### config.mk
export PLATFORM = sky130hd
export DESIGN_NAME = apb_master_bridge
export DESIGN_NICKNAME = d
export VERILOG_FILES = /design/src/rtl/apb_master_bridge.sv
export SDC_FILE = /design/constraint.sdc
export NUM_CORES = 1
export LEC_CHECK = 0
export ABC_AREA = 1
export BUFFER_PORTS_ARGS = -buffer_cell sky130_fd_sc_hd__buf_2
export CORE_MARGIN = 5
export CORE_UTILIZATION = 42
export DETAILED_ROUTE_END_ITERATION = 8
export PLACE_DENSITY_LB_ADDON = 0.12
export SLEW_MARGIN = 10
export SYNTH_ARGS = -nofsm -noshare
export SYNTH_HDL_FRONTEND = slang
export SYNTH_SLANG_ARGS = --single-unit
### constraint.sdc
create_clock -name PCLK -period 1.4 [get_ports PCLK]
set_input_delay 0.07 -clock PCLK [delete_from_list [all_inputs] [get_ports PCLK]]
set_output_delay 0.07 -clock PCLK [all_outputs]
set_load 0.02 [all_outputs]
### src/rtl/apb_master_bridge.sv
// rtl/apb_master_bridge.sv - single-outstanding APB initiator behind a valid/ready command port
module apb_master_bridge #(
  parameter int unsigned TIMEOUT   = 16,
  parameter logic [31:0] ERR_RDATA = 32'hDEADBEEF
) (
  input  logic        PCLK,
  input  logic        PRESETn,
  input  logic        cmd_valid,
  output logic        cmd_ready,
  input  logic        cmd_write,
  input  logic [31:0] cmd_addr,
  input  logic [31:0] cmd_wdata,
  output logic        rsp_valid,
  output logic [31:0] rsp_rdata,
  output logic        rsp_err,
  output logic [31:0] PADDR,
  output logic        PWRITE,
  output logic [31:0] PWDATA,
  output logic        PSEL,
  output logic        PENABLE,
  input  logic        PREADY,
  input  logic [31:0] PRDATA
);

  // Counter only needs to reach TIMEOUT-1; the abort fires before it could wrap.
  localparam int unsigned   CW       = (TIMEOUT == 0) ? 1 : $clog2(TIMEOUT + 1);
  localparam bit            TO_EN    = (TIMEOUT != 0);
  localparam logic [CW-1:0] CNT_LAST = (TIMEOUT == 0) ? '0 : CW'(TIMEOUT - 1);

  typedef enum logic [1:0] {
    S_IDLE   = 2'd0,
    S_SETUP  = 2'd1,
    S_ACCESS = 2'd2
  } state_t;

  state_t        state_q, state_d;
  logic [CW-1:0] cnt_q, cnt_d;
  logic [31:0]   paddr_d, pwdata_d, rsp_rdata_d;
  logic          pwrite_d, psel_d, penable_d, rsp_valid_d, rsp_err_d;

  // Only unregistered output: a command is taken whenever the bridge is idle.
  assign cmd_ready = (state_q == S_IDLE);

  // Next-state and next-output decode; APB pins and response are registered below.
  always_comb begin
    state_d     = state_q;
    cnt_d       = cnt_q;
    paddr_d     = PADDR;
    pwrite_d    = PWRITE;
    pwdata_d    = PWDATA;
    psel_d      = PSEL;
    penable_d   = PENABLE;
    rsp_valid_d = 1'b0;
    rsp_err_d   = rsp_err;
    rsp_rdata_d = rsp_rdata;
    case (state_q)
      S_IDLE: begin
        psel_d    = 1'b0;
        penable_d = 1'b0;
        if (cmd_valid) begin
          paddr_d  = cmd_addr;
          pwrite_d = cmd_write;
          pwdata_d = cmd_wdata;
          psel_d   = 1'b1;
          state_d  = S_SETUP;
        end
      end
      S_SETUP: begin
        psel_d    = 1'b1;
        penable_d = 1'b1;
        cnt_d     = '0;
        state_d   = S_ACCESS;
      end
      S_ACCESS: begin
        if (PREADY) begin
          // A ready slave always wins over a timeout landing in the same cycle.
          psel_d      = 1'b0;
          penable_d   = 1'b0;
          rsp_valid_d = 1'b1;
          rsp_err_d   = 1'b0;
          rsp_rdata_d = PWRITE ? 32'h0 : PRDATA;
          state_d     = S_IDLE;
        end else if (TO_EN && (cnt_q == CNT_LAST)) begin
          psel_d      = 1'b0;
          penable_d   = 1'b0;
          rsp_valid_d = 1'b1;
          rsp_err_d   = 1'b1;
          rsp_rdata_d = ERR_RDATA;
          state_d     = S_IDLE;
        end else begin
          cnt_d = cnt_q + CW'(1);
        end
      end
      default: begin
        psel_d    = 1'b0;
        penable_d = 1'b0;
        state_d   = S_IDLE;
      end
    endcase
  end

  // State, wait counter and every registered output; reset drops PSEL/PENABLE at once.
  always_ff @(posedge PCLK or negedge PRESETn) begin
    if (!PRESETn) begin
      state_q   <= S_IDLE;
      cnt_q     <= '0;
      PADDR     <= 32'h0;
      PWRITE    <= 1'b0;
      PWDATA    <= 32'h0;
      PSEL      <= 1'b0;
      PENABLE   <= 1'b0;
      rsp_valid <= 1'b0;
      rsp_err   <= 1'b0;
      rsp_rdata <= 32'h0;
    end else begin
      state_q   <= state_d;
      cnt_q     <= cnt_d;
      PADDR     <= paddr_d;
      PWRITE    <= pwrite_d;
      PWDATA    <= pwdata_d;
      PSEL      <= psel_d;
      PENABLE   <= penable_d;
      rsp_valid <= rsp_valid_d;
      rsp_err   <= rsp_err_d;
      rsp_rdata <= rsp_rdata_d;
    end
  end

endmodule

==> impl_results.rst, run 1 <==
.. list-table::
   :header-rows: 1

   * - Metric
     - Value
   * - Status
     - finished with violations
   * - Failing checks
     - negative setup slack
   * - Required time of the critical path
     - about 1.7 ns
   * - Routed WL per cell
     - 14.4 um
   * - Number of cell rows
     - 36
   * - DRC violations left
     - 0
   * - Tightest slew margin relative to the limit
     - ~64%
   * - Async set or reset register ratio after synthesis
     - 100%
   * - Share of layout cells above drive strength 1
     - 32.7%
   * - Synthesized area
     - 0.00422 mm^2
   * - WP buf/inv
     - 1
   * - Power Internal
     - 0.00813 W
   * - Non-Filler Instances
     - 913
   * - Vias in the first global route
     - 4224
   * - Half-perimeter wire length after placement
     - 8210 um
   * - Most instantiated cells after synthesis
     - nand2_1 (247), dfrtp_1 (108), nor2_1 (30)
   * - Critical Path End
     - rsp_rdata[2]
   * - Synthesized flop and latch total
     - 108
   * - CTS Root Cell
     - clkbuf_8
   * - Post-synth EDFFs
     - 0
   * - Crit path launch type
     - register
   * - Top post-synthesis cells by area
     - dfrtp_1 (64%), nand2_1 (22%), a21oi_1 (2.8%), nor2_1 (2.7%), nand3_1 (1.9%)
   * - Final worst path period share
     - 108%
   * - Placed standard-cell area
     - 0.00546 mm^2
   * - Width of the die
     - 110 um
   * - Remaining antenna violation count after routing
     - 0
   * - Main synth FF type
     - dfrtp_1
   * - Layout Nets
     - 877
   * - Fillers
     - 730
   * - Overall power
     - 0.0144 W
   * - Input/output buffers
     - 202
   * - Total number of vias
     - roughly 4200
   * - Largest fanout on the critical path
     - 26
   * - Die footprint
     - 0.0121 mm^2
   * - Maximum VDD drop
     - 1360 uV
   * - Setup repair after global routing missed its margin
     - true
   * - Clock tree from TritonCTS
     - yes
   * - Slew Limit Fails
     - 0
   * - DR vias/cell
     - approximately 4.6
   * - Portion of synthesized cell area occupied by the leading cell type
     - 64.1%
   * - Post-route setup slack
     - -0.115 ns
   * - Number of cells traversed by the worst register-to-register path
     - 9
   * - Distinct cells, synth
     - 19
   * - Wire length on met2
     - slightly above 6000 um
   * - Source-to-sink clock delay at the later pin of the worst-skew pair
     - 0.36 ns
   * - Number of DRC violations after detailed-routing iteration 0
     - between 200 and 300
   * - Met3 WL
     - between 1000 and 1500 um
   * - Clock transition at path regs
     - about 0.1 ns
   * - Global router's overall resource usage
     - 21.1%
   * - Final wirelength
     - roughly 13000 um
   * - Largest net degree at the start of global routing
     - 60
   * - Power share of the sequential group
     - 37.5%
   * - TritonCTS Sinks
     - ~110
   * - Crit. End Element
     - register
   * - Area of the core
     - 0.00977 mm^2
   * - Path type of the worst min-delay path
     - in -> reg
   * - Cell chain of the critical path
     - ha_2, nand2_2, nor2_2, ha_2, nor2_4, nor2_4, buf_12, nor2_1, a21oi_1
   * - First-pass GRT wire length
     - 20100 um
   * - Placer Congestion
     - 0.754
   * - Yosys warning count
     - 0
   * - Combinational cell fraction of total power
     - 47.5%
   * - Most frequent cell after synthesis
     - nand2_1
   * - Routed length on met1
     - 5370 um
   * - Post-synthesis to final-layout area growth
     - 60.9%
   * - Switching share of total power
     - 43.5%
   * - Critical-path top delay cell
     - dfrtp_1
   * - Power density over the cells
     - 2120 mW/mm^2
   * - Setup tns final
     - -2.59 ns
   * - Critical register-to-register path startpoint
     - cnt_q[1]
   * - Worst Path Arrival
     - 1.76 ns
   * - Clock group share of total power
     - about 15%
   * - Number of iterations in the first detailed-routing pass
     - 4
   * - Maximum clock path buffer count
     - 2
   * - Family of cells with the greatest summed delay on the critical path
     - simple AND/OR/NAND/NOR gates
   * - H-tree level count
     - 3
   * - Vertical die dimension
     - 110 um
   * - Leak
     - 3.71 nW
   * - Sequential element share of the synthesized area
     - roughly 64%
   * - Count of endpoints failing hold in the final timing report
     - 0
   * - Shortest period the worst path allows
     - 1.51 ns
   * - Total nets after synthesis
     - 571
   * - Gate count after technology mapping
     - about 470
   * - Worst R2R Setup Slack
     - -0.11 ns
   * - Highest metal used
     - met4
   * - Worst slew pin tran
     - 0.544 ns
   * - Area leader, netlist
     - dfrtp_1
   * - Count of placed standard cells including taps
     - 794
   * - Starting utilization of the core area
     - 43.2%
   * - Number of antenna violations at the first check in global routing
     - 0
   * - Sw Pwr
     - 0.00626 W
   * - Biggest cell delay along the critical path
     - 0.40 ns
   * - Syn Area/Cell
     - ~9 um^2
   * - I/O pin total
     - 203
   * - Max Clock Freq
     - 0.660 GHz
   * - Overflow left after global routing
     - 0
   * - Crit path launch
     - cnt_q[1]
   * - Number of clock buffers inserted by TritonCTS
     - 9
   * - Fin area
     - just under 0.007 mm^2
   * - Final setup violation count
     - 33
   * - Reg2Reg Capture Point
     - rsp_rdata[2]
   * - Largest clock skew in the final design
     - 0.00586 ns
   * - Crit. path cell count
     - 9
   * - Max-capacitance violation count
     - 0
   * - CP Class
     - reg -> reg
## registers in the layout (all words and copies together) (netlist names)
register and flops:
state_q 2, rsp_valid 1, rsp_rdata 32, rsp_err 1
PWRITE 1, PWDATA 32, cnt_q 5, PADDR 32
PSEL 1, PENABLE 1
## layer usage
| metal | track usage, % | vias to the layer above |
|---|---|---|
| met5 | 0 | - |
| met4 | 9.06 | 0 |
| met3 | 6.12 | 29 |
| met2 | 33.7 | 178 |
| met1 | 26.7 | 1956 |
| li1 | - | 2054 |
## power groups by stage
stage               clock network (W)  registers (W)  logic [W]
finish                        0.00215        0.00540    0.00684
global route                  0.00233        0.00558    0.00751
CTS                           0.00222        0.00538    0.00667
detailed placement                  0        0.00541    0.00645
global placement                    0        0.00537    0.00634
floorplan                           0        0.00715    0.00219
## cell usage in the layout, fill, tap and decap left out, types with 2 or more instances in the layout
cell,instances
inv_2,2
bufinv_16,2
nand2_2,5
nor2_4,2
a21oi_1,23
buf_4,7
inv_1,6
dfrtp_1,108
dlygate4sd3_1,98
nor2_1,28
buf_2,201
clkbuf_8,12
nor2_2,3
nand2_1,243
nand3_1,13
ha_2,2
buf_12,9
clkinv_2,2
nand3_2,3
o21ai_1,2
## kinds of logic (layout without fill, tap and decap cells)
kind of cell             count (synthesis)  count (layout)  share of synthesized area, %
AO/OA/AOI/OAI                           27              27                          3.20
adder cells (fa/ha/maj)                  2               2                         0.593
buffers and inverters                   31             341                          4.39
flip-flops                             108             108                          64.1
other                                    0               1                             0
AND/OR/NAND/NOR                        300             301                          27.7
## worst reg2reg max path: cells and delay by family, from the launching register on
kind | cells | cell delay [ns]
DFF | 1 | 0.40
buffers and inverters | 1 | 0.15
and+or+nand+nor | 5 | 0.42
AOI/OAI and AO/OA | 1 | 0.06
adders and majority gates | 2 | 0.36
## metrics by stage
stage          util, %  setup slack, ns  hold slack, ns
6_report          69.4           -0.115          0.0774
4_1_cts           68.3           -0.104          0.0384
3_5_place_dp      55.9          -0.0840          0.0954
2_1_floorplan        -          -0.0721          -0.226
5_1_grt           69.4           -0.212          0.0938
3_3_place_gp      55.9          -0.0489          0.0963
## how the worst min path moves through the flow
stage	start	end	slack [ns]	depth (start not counted)
floorplan	PRESETn	PADDR[0]	-0.23	0
global placement	PRESETn	PADDR[1]	0.1	2
detailed placement	PRESETn	PADDR[1]	0.1	2
CTS	cmd_valid	PADDR[27]	0.04	4
global route	cmd_valid	PWDATA[3]	0.09	4
finish	cmd_valid	PADDR[27]	0.08	4
## layout make-up
| cell class | instances | area, um^2 | area share, % |
|---|---|---|---|
| Tap cell | 133 | 166 | 2.45 |
| Inverter | 9 | 36.3 | 0.535 |
| Clock inverter | 4 | 70.1 | 1.03 |
| Clock buffer | 12 | 165 | 2.43 |
| Sequential cell | 108 | 2700 | 39.8 |
| Timing Repair Buffer | 316 | 2240 | 33.1 |
| Antenna cell | 1 | 2.50 | 0.0369 |
| Multi-Input combinational cell | 330 | 1400 | 20.6 |
## repair_timing
action / 4_1_cts / 5_1_grt
gates cloned: 0 / 2
setup buffers: 0 / 2
hold endpoints to repair: 205 / 0
gates resized for setup: 1 / 15
endpoints found under the setup margin: 40 / 42
pin swaps: 1 / 5
hold buffers: 98 / 0
No activity file was read; power rests on OpenSTA's default activity.
==> run 2: changes to the inputs <==
--- a/config.mk
+++ b/config.mk
@@ -11,6 +11,7 @@
 export CORE_UTILIZATION = 42
 export DETAILED_ROUTE_END_ITERATION = 8
 export PLACE_DENSITY_LB_ADDON = 0.12
+export REMOVE_ABC_BUFFERS = 1
 export SLEW_MARGIN = 10
 export SYNTH_ARGS = -nofsm -noshare
 export SYNTH_HDL_FRONTEND = slang
==> run 2 against run 1 <==
  * The run still ends with negative setup slack left
  * Largest cell class unchanged
  * Clock power fell by 19%
  * Worst setup slack got worse by 0.12 ns
  * Non-clock buffer count rose by 12
  * Global-route usage rose by 0.44 points
  * Sequential power rose by 1%
  * Clock-buffer cell count rose by 1
  * Flip-flop and latch count did not move
  * Critical path depth rose by 1
  * Via count rose by 0.90%
  * Worst hold slack got worse by 0.017 ns
  * Critical path type unchanged
==> impl_results.rst, run 2 (same netlist as run 1, synthesis figures left out) <==
.. list-table::
   :header-rows: 1

   * - Metric
     - Value
   * - Overflow left after global routing
     - 0
   * - Power density over the cells
     - 2060 mW/mm^2
   * - Clock transition at path regs
     - 0.09 ns
   * - Largest net degree at the start of global routing
     - 36
   * - Final worst path period share
     - 117%
   * - Biggest cell delay along the critical path
     - 0.40 ns
   * - Leak
     - 3.73 nW
   * - Global router's overall resource usage
     - around 22%
   * - Post-route setup slack
     - -0.234 ns
   * - CTS Root Cell
     - clkbuf_8
   * - Placed standard-cell area
     - approximately 0.0055 mm^2
   * - Path type of the worst min-delay path
     - in -> reg
   * - Combinational cell fraction of total power
     - 49.3%
   * - CP Class
     - reg -> reg
   * - Vertical die dimension
     - 110 um
   * - Critical register-to-register path startpoint
     - cnt_q[1]
   * - Shortest period the worst path allows
     - 1.63 ns
   * - Count of endpoints failing hold in the final timing report
     - 0
   * - Critical Path End
     - rsp_rdata[7]
   * - Half-perimeter wire length after placement
     - 8560 um
   * - Area of the core
     - 0.00977 mm^2
   * - H-tree level count
     - 3
   * - Max Clock Freq
     - 0.612 GHz
   * - I/O pin total
     - 203
   * - Placer Congestion
     - 0.777
   * - Tightest slew margin relative to the limit
     - around 47%
   * - Fin area
     - approximately 0.0069 mm^2
   * - Leading cell type in the layout, fill and taps excluded
     - nand2_1
   * - Largest registers
     - PADDR: 32 flops, PWDATA: 32 flops, rsp_rdata: 32 flops
   * - Worst R2R Setup Slack
     - -0.23 ns
   * - Total number of vias
     - 4255
   * - Maximum clock path buffer count
     - 2
   * - Leading cell types in the layout, fill and taps excluded
     - nand2_1 (240), buf_2 (201), dfrtp_1 (108)
   * - Post-synthesis to final-layout area growth
     - 64.1%
   * - Largest clock skew in the final design
     - 0.00706 ns
   * - Maximum VDD drop
     - 1150 uV
   * - Source-to-sink clock delay at the later pin of the worst-skew pair
     - around 0.36 ns
   * - Worst slew pin tran
     - 0.785 ns
   * - Number of iterations in the first detailed-routing pass
     - 4
   * - Power Internal
     - 0.00789 W
   * - Final cell utilization of the core
     - between 70% and 80%
   * - DR vias/cell
     - 4.60
   * - Slew Limit Fails
     - 0
   * - Failing checks
     - negative setup slack
   * - Worst Path Arrival
     - 1.87 ns
   * - First-pass GRT wire length
     - 20400 um
   * - Final wirelength
     - 13200 um
   * - Clock tree from TritonCTS
     - yes
   * - Input/output buffers
     - 202
   * - Reg2Reg Capture Point
     - rsp_rdata[7]
   * - Final setup violation count
     - 42
   * - Fillers
     - 754
   * - Max-capacitance violation count
     - 0
   * - Vias in the first global route
     - 4409
   * - Remaining antenna violation count after routing
     - 0
   * - Number of antenna violations at the first check in global routing
     - 1
   * - Switching share of total power
     - 44.7%
   * - Routed WL per cell
     - 14.3 um
   * - Number of cell rows
     - 36
   * - Die footprint
     - 0.0121 mm^2
   * - Crit path launch
     - cnt_q[1]
   * - TritonCTS Sinks
     - 108
   * - Width of the die
     - 110 um
   * - Number of cells traversed by the worst register-to-register path
     - 10
   * - Number of clock buffers inserted by TritonCTS
     - 9
   * - Required time of the critical path
     - 1.64 ns
   * - Critical-path top delay cell
     - dfrtp_1
   * - Largest fanout on the critical path
     - 10
   * - Number of DRC violations after detailed-routing iteration 0
     - 242
   * - Layout Nets
     - 889
   * - Clock group share of total power
     - around 12%
   * - Worst setup slack after placement
     - -0.299 ns
   * - Setup repair after global routing missed its margin
     - true
   * - Crit path launch type
     - register
   * - Share of layout cells above drive strength 1
     - 36.8%
   * - Sw Pwr
     - between 0.006 and 0.007 W
   * - DRC violations left
     - 0
   * - Crit. End Element
     - register
   * - Power share of the sequential group
     - 38.4%
   * - Starting utilization of the core area
     - 43.2%
   * - Status
     - finished with violations
   * - Cell chain of the critical path
     - ha_2, nand2_2, nor2_2, ha_2, nor2_4, nor2_4, buf_12, buf_6, nor2_2, a21oi_1
[run 2: routing by layer]
metal  part of all wire [%]  GRT usage, %
met1                     39          25.0
met2                     50          37.5
met3                    8.7          6.23
met4                    2.2          8.18
met5                      0             0
[run 2: worst max-delay path: cells and delay by family, from the launching register on]
family / cells / cell delay (ns)
fa+ha+maj: 2 / 0.38
buf+inv: 2 / 0.27
compound gates: 1 / 0.05
simple gates: 5 / 0.42
flops: 1 / 0.40
[run 2: how the worst min path moves through the flow]
stage	depth (start not counted)	to	slack [ns]	start
6_report	4	PWDATA[30]	0.06	cmd_valid
5_1_grt	4	PWDATA[30]	0.06	cmd_valid
4_1_cts	4	PWDATA[30]	0.04	cmd_valid
3_5_place_dp	1	rsp_valid	0.05	PRESETn
3_3_place_gp	1	rsp_rdata[0]	0.04	PRESETn
2_1_floorplan	0	PADDR[0]	-0.23	PRESETn
[run 2: final cells by class]
type                            instances  area [um^2]  share of cell area, %
Clock buffer                           13          169                   2.44
Inverter                                9         42.5                  0.615
Clock inverter                          1         7.51                  0.108
Antenna cell                            2         5.00                 0.0723
Multi-Input combinational cell        330         1520                   22.0
Timing Repair Buffer                  328         2310                   33.3
Tap cell                              133          166                   2.40
Sequential cell                       108         2700                   39.0
[run 2: per-stage QoR]
stage	total power (W)	setup TNS, ns	instances	hold slack (ns)
after global placement	0.0117	-7.42	805	0.0417
after global routing	0.0153	-10.83	923	0.0569
after detailed placement	0.0119	-8.47	805	0.0502
after floorplan	0.00912	-92.99	446	-0.226
final	0.0143	-8.03	924	0.0600
after CTS	0.0141	-6.35	922	0.0424
[run 2: power by group through the flow]
stage | logic (W) | registers (W) | clock network [W]
2_1_floorplan | 0.00198 | 0.00714 | 0
3_3_place_gp | 0.00633 | 0.00537 | 0
3_5_place_dp | 0.00647 | 0.00539 | 0
4_1_cts | 0.00688 | 0.00539 | 0.00181
5_1_grt | 0.00767 | 0.00566 | 0.00195
6_report | 0.00705 | 0.00548 | 0.00175
[run 2: repair_timing]
item	CTS	global route
pin swaps	7	8
endpoints found under the setup margin	42	42
hold buffers	98	0
cloned	1	0
hold endpoints to repair	141	0
buffers inserted	4	0
resized for setup	29	30
==> run 3: changes to the inputs <==
--- a/config.mk
+++ b/config.mk
@@ -5,7 +5,6 @@
 export SDC_FILE = /design/constraint.sdc
 export NUM_CORES = 1
 export LEC_CHECK = 0
-export ABC_AREA = 1
 export BUFFER_PORTS_ARGS = -buffer_cell sky130_fd_sc_hd__buf_2
 export CORE_MARGIN = 5
 export CORE_UTILIZATION = 42
==> run 3 against run 2 <==
  * The flow still finishes with violations (negative setup slack)
  * Register-to-register slack is essentially flat
  * Global-route usage down 1.3 points
  * Highest routed layer unchanged
  * Sequential power barely moved
  * Wire length is 1.9% lower
  * Critical path type unchanged
  * Fmax decreased by 0.69%
  * Worst hold slack got worse by 0.017 ns
  * Critical endpoint is now cnt_q[0]
  * Combinational power up 20%
  * Flip-flop and latch count stayed put
==> impl_results.rst, run 3 <==
.. list-table::
   :header-rows: 1

   * - Metric
     - Value
   * - Power share of the sequential group
     - 34.7%
   * - Source-to-sink clock delay at the later pin of the worst-skew pair
     - ~0.35 ns
   * - Leading cell type in the layout, fill and taps excluded
     - buf_2
   * - Number of cell rows
     - 37
   * - Non-Filler Instances
     - 739
   * - Most frequent cell after synthesis
     - dfrtp_1
   * - Width of the die
     - 113 um
   * - Synthesized area
     - 0.00443 mm^2
   * - Tightest slew margin relative to the limit
     - 78.5%
   * - Clock transition at path regs
     - roughly 0.1 ns
   * - Number of DRC violations after detailed-routing iteration 0
     - 146
   * - Status
     - finished with violations
   * - Final setup violation count
     - 99
   * - Clock group share of total power
     - between 10% and 20%
   * - Most instantiated cells after synthesis
     - dfrtp_1 (108), mux2_4 (39), mux2_2 (26), nor2b_1 (26), o22a_1 (24)
   * - Required time of the critical path
     - 1.68 ns
   * - Top post-synthesis cells by area
     - dfrtp_1 (61%), mux2_4 (13%), mux2_2 (6.6%), o22a_1 (4.7%), nor2b_1 (3.7%)
   * - Power density over the cells
     - between 2000 and 2500 mW/mm^2
   * - Yosys warning count
     - 0
   * - Die footprint
     - 0.0127 mm^2
   * - Max Clock Freq
     - 0.608 GHz
   * - Shortest period the worst path allows
     - 1.65 ns
   * - Power Internal
     - 0.00970 W
   * - Critical register-to-register path startpoint
     - cnt_q[0]
   * - Number of cells traversed by the worst register-to-register path
     - 6
   * - Largest registers
     - PADDR: 32 flops, PWDATA: 32 flops, rsp_rdata: 32 flops
   * - Critical-path top delay cell
     - dfrtp_1
   * - Maximum VDD drop
     - 1170 uV
   * - Diodes inserted
     - 0
   * - Vertical die dimension
     - 113 um
   * - Vias in the first global route
     - 4047
   * - Routed WL per cell
     - 17.5 um
   * - Switching share of total power
     - around two fifths
   * - Post-synthesis to final-layout area growth
     - 59.9%
   * - Largest fanout on the critical path
     - 3
   * - Worst Path Arrival
     - 1.92 ns
   * - Path type of the worst min-delay path
     - in -> reg
   * - Layout Nets
     - between 700 and 800
   * - Cell chain of the critical path
     - ha_2, and3_4, ha_4, or3b_4, mux2i_1, a22o_1
   * - Slew Limit Fails
     - 0
   * - CTS Root Cell
     - clkbuf_8
   * - Crit path launch type
     - register
   * - DR vias/cell
     - 4.84
   * - I/O pin total
     - 203
   * - Worst R2R Setup Slack
     - -0.25 ns
   * - Reg2Reg Capture Point
     - cnt_q[0]
   * - Distinct cells, synth
     - 35
   * - Number of antenna violations at the first check in global routing
     - 0
   * - Largest net degree at the start of global routing
     - 46
   * - Overall power
     - between 0.015 and 0.02 W
   * - Share of layout cells above drive strength 1
     - a little under three fifths
   * - Number of iterations in the first detailed-routing pass
     - 6
   * - Portion of synthesized cell area occupied by the leading cell type
     - 61.0%
   * - CP Class
     - reg -> reg
   * - First-pass GRT wire length
     - 20600 um
   * - Leading cell types in the layout, fill and taps excluded
     - buf_2 (200), dfrtp_1 (107), dlygate4sd3_1 (74)
   * - Syn Area/Cell
     - ~16 um^2
   * - Crit. End Element
     - register
   * - Combinational cell fraction of total power
     - 53.5%
   * - Area leader, netlist
     - dfrtp_1
   * - TritonCTS Sinks
     - between 100 and 150
   * - Number of clock buffers inserted by TritonCTS
     - 9
   * - Clock tree from TritonCTS
     - yes
   * - Maximum clock path buffer count
     - 2
   * - Remaining antenna violation count after routing
     - 0
   * - Largest clock skew in the final design
     - 0.0140 ns
   * - H-tree level count
     - 3
   * - Total number of vias
     - 3578
   * - Endpoint, Worst Hold
     - rsp_rdata[28]
   * - Final worst path period share
     - 118%
   * - Synthesized flop and latch total
     - 108
   * - Overflow left after global routing
     - 0
   * - DRC violations left
     - 0
   * - Sw Pwr
     - around 0.0061 W
   * - Worst setup slack after placement
     - -0.445 ns
   * - Post-route setup slack
     - -0.245 ns
   * - Failing checks
     - negative setup slack
   * - Area of the core
     - 0.0103 mm^2
   * - Placer Congestion
     - 0.838
   * - Gate count after technology mapping
     - 284
   * - Final cell utilization of the core
     - about two thirds
   * - Global router's overall resource usage
     - 20.2%
   * - Starting utilization of the core area
     - 42.9%
   * - Sequential element share of the synthesized area
     - about 61%
   * - Async set or reset register ratio after synthesis
     - 100%
   * - Worst slew pin tran
     - 0.323 ns
   * - Max-capacitance violation count
     - 0
   * - Input/output buffers
     - 202
   * - Count of placed standard cells including taps
     - 632
   * - Hold Startpoint
     - PRDATA[28]
   * - Half-perimeter wire length after placement
     - ~8000 um
   * - Final wirelength
     - 13000 um
   * - Count of endpoints failing hold in the final timing report
     - 0
   * - Leak
     - ~3.5 nW
   * - Biggest cell delay along the critical path
     - slightly below 0.4 ns
   * - Worst hold stages
     - 3
   * - Setup tns final
     - -9.52 ns
   * - Post-synth EDFFs
     - 0
   * - Setup repair after global routing missed its margin
     - true
   * - Main synth FF type
     - dfrtp_1
==> run 3: cell count changes in the layout (fill, tap and decap cells not counted), moves of 8 or more <==
cell / delta
o22a_1: +24
a21oi_1: -21
nand2_1: -238
nor2_2: -14
nor2b_1: +26
mux2_4: +65
a22o_1: +10
nor2_4: -8
dlygate4sd3_1: -24
==> run 3: stage by stage <==
| stage | hold WS (ns) | area, um^2 |
|---|---|---|
| 5_1_grt | 0.0230 | 7090 |
| 3_5_place_dp | -0.00864 | 5720 |
| 2_1_floorplan | -0.226 | 4280 |
| 6_report | 0.0426 | 7090 |
| 3_3_place_gp | -0.0101 | 5720 |
| 4_1_cts | 0.0184 | 7110 |
==> run 3: power groups by stage <==
| stage | clock, W | sequential (W) | combinational (W) |
|---|---|---|---|
| 2_1_floorplan | 0 | 0.00741 | 0.00261 |
| 3_3_place_gp | 0 | 0.00542 | 0.00719 |
| 3_5_place_dp | 0 | 0.00548 | 0.00728 |
| 4_1_cts | 0.00195 | 0.00544 | 0.00855 |
| 5_1_grt | 0.00206 | 0.00569 | 0.00894 |
| 6_report | 0.00187 | 0.00549 | 0.00845 |
==> run 3: how the worst max path moves through the flow <==
stage / to / slack, ns / from / cells after the start
after CTS: cnt_q[0] / -0.23 / cnt_q[0] / 6
after detailed placement: rsp_rdata[10] / -0.44 / cnt_q[0] / 7
final: cnt_q[0] / -0.25 / cnt_q[0] / 6
after floorplan: PADDR[22] / -0.73 / state_q[1] / 3
after global placement: rsp_rdata[2] / -0.37 / cnt_q[0] / 7
after global routing: cnt_q[0] / -0.30 / cnt_q[0] / 6
==> run 3: final cells by class <==
cell class	count	area, um^2
clock inverter	4	51.3
tap	136	170
inverter	3	18.8
sequential	108	2700
timing repair buffer	319	2280
fill	733	3240
clock buffer	10	138
multi-input combinational	159	1720
==> run 3: repair_timing <==
action / in CTS / in global routing
hold endpoints to repair: 181 / 0
pin swaps: 14 / 3
setup endpoints to repair: 101 / 109
gates cloned: 7 / 1
hold buffers: 74 / 0
setup buffers: 11 / 7
gates resized for setup: 53 / 18
==> run 3: cells by family (layout without fill, tap and decap cells) <==
| family | Yosys count | in the layout | synth area share (%) |
|---|---|---|---|
| compound gates | 45 | 45 | 8.33 |
| xor+xnor | 1 | 1 | 0.198 |
| fa+ha+maj | 2 | 2 | 0.564 |
| buf+inv | 18 | 336 | 3.64 |
| flops | 108 | 108 | 61.0 |
| mux | 66 | 66 | 20.0 |
| simple gates | 44 | 45 | 6.27 |
==> run 3: worst max-delay path, delay by kind of cell (launching register included) <==
family | cells | cell delay, ns
AO/OA/AOI/OAI | 1 | 0.17
multiplexers | 1 | 0.14
flip-flops | 1 | 0.39
adder cells (fa/ha/maj) | 2 | 0.36
AND/OR/NAND/NOR | 2 | 0.53
==> run 3: layer usage <==
layer / global-route usage [%] / part of all wire, % / wire length (um)
met5: 0 / 0 / 0
met4: 5.53 / 2.0 / 261
met1: 23.5 / 40 / 5150
met2: 36.7 / 53 / 6840
met3: 5.08 / 5.5 / 707
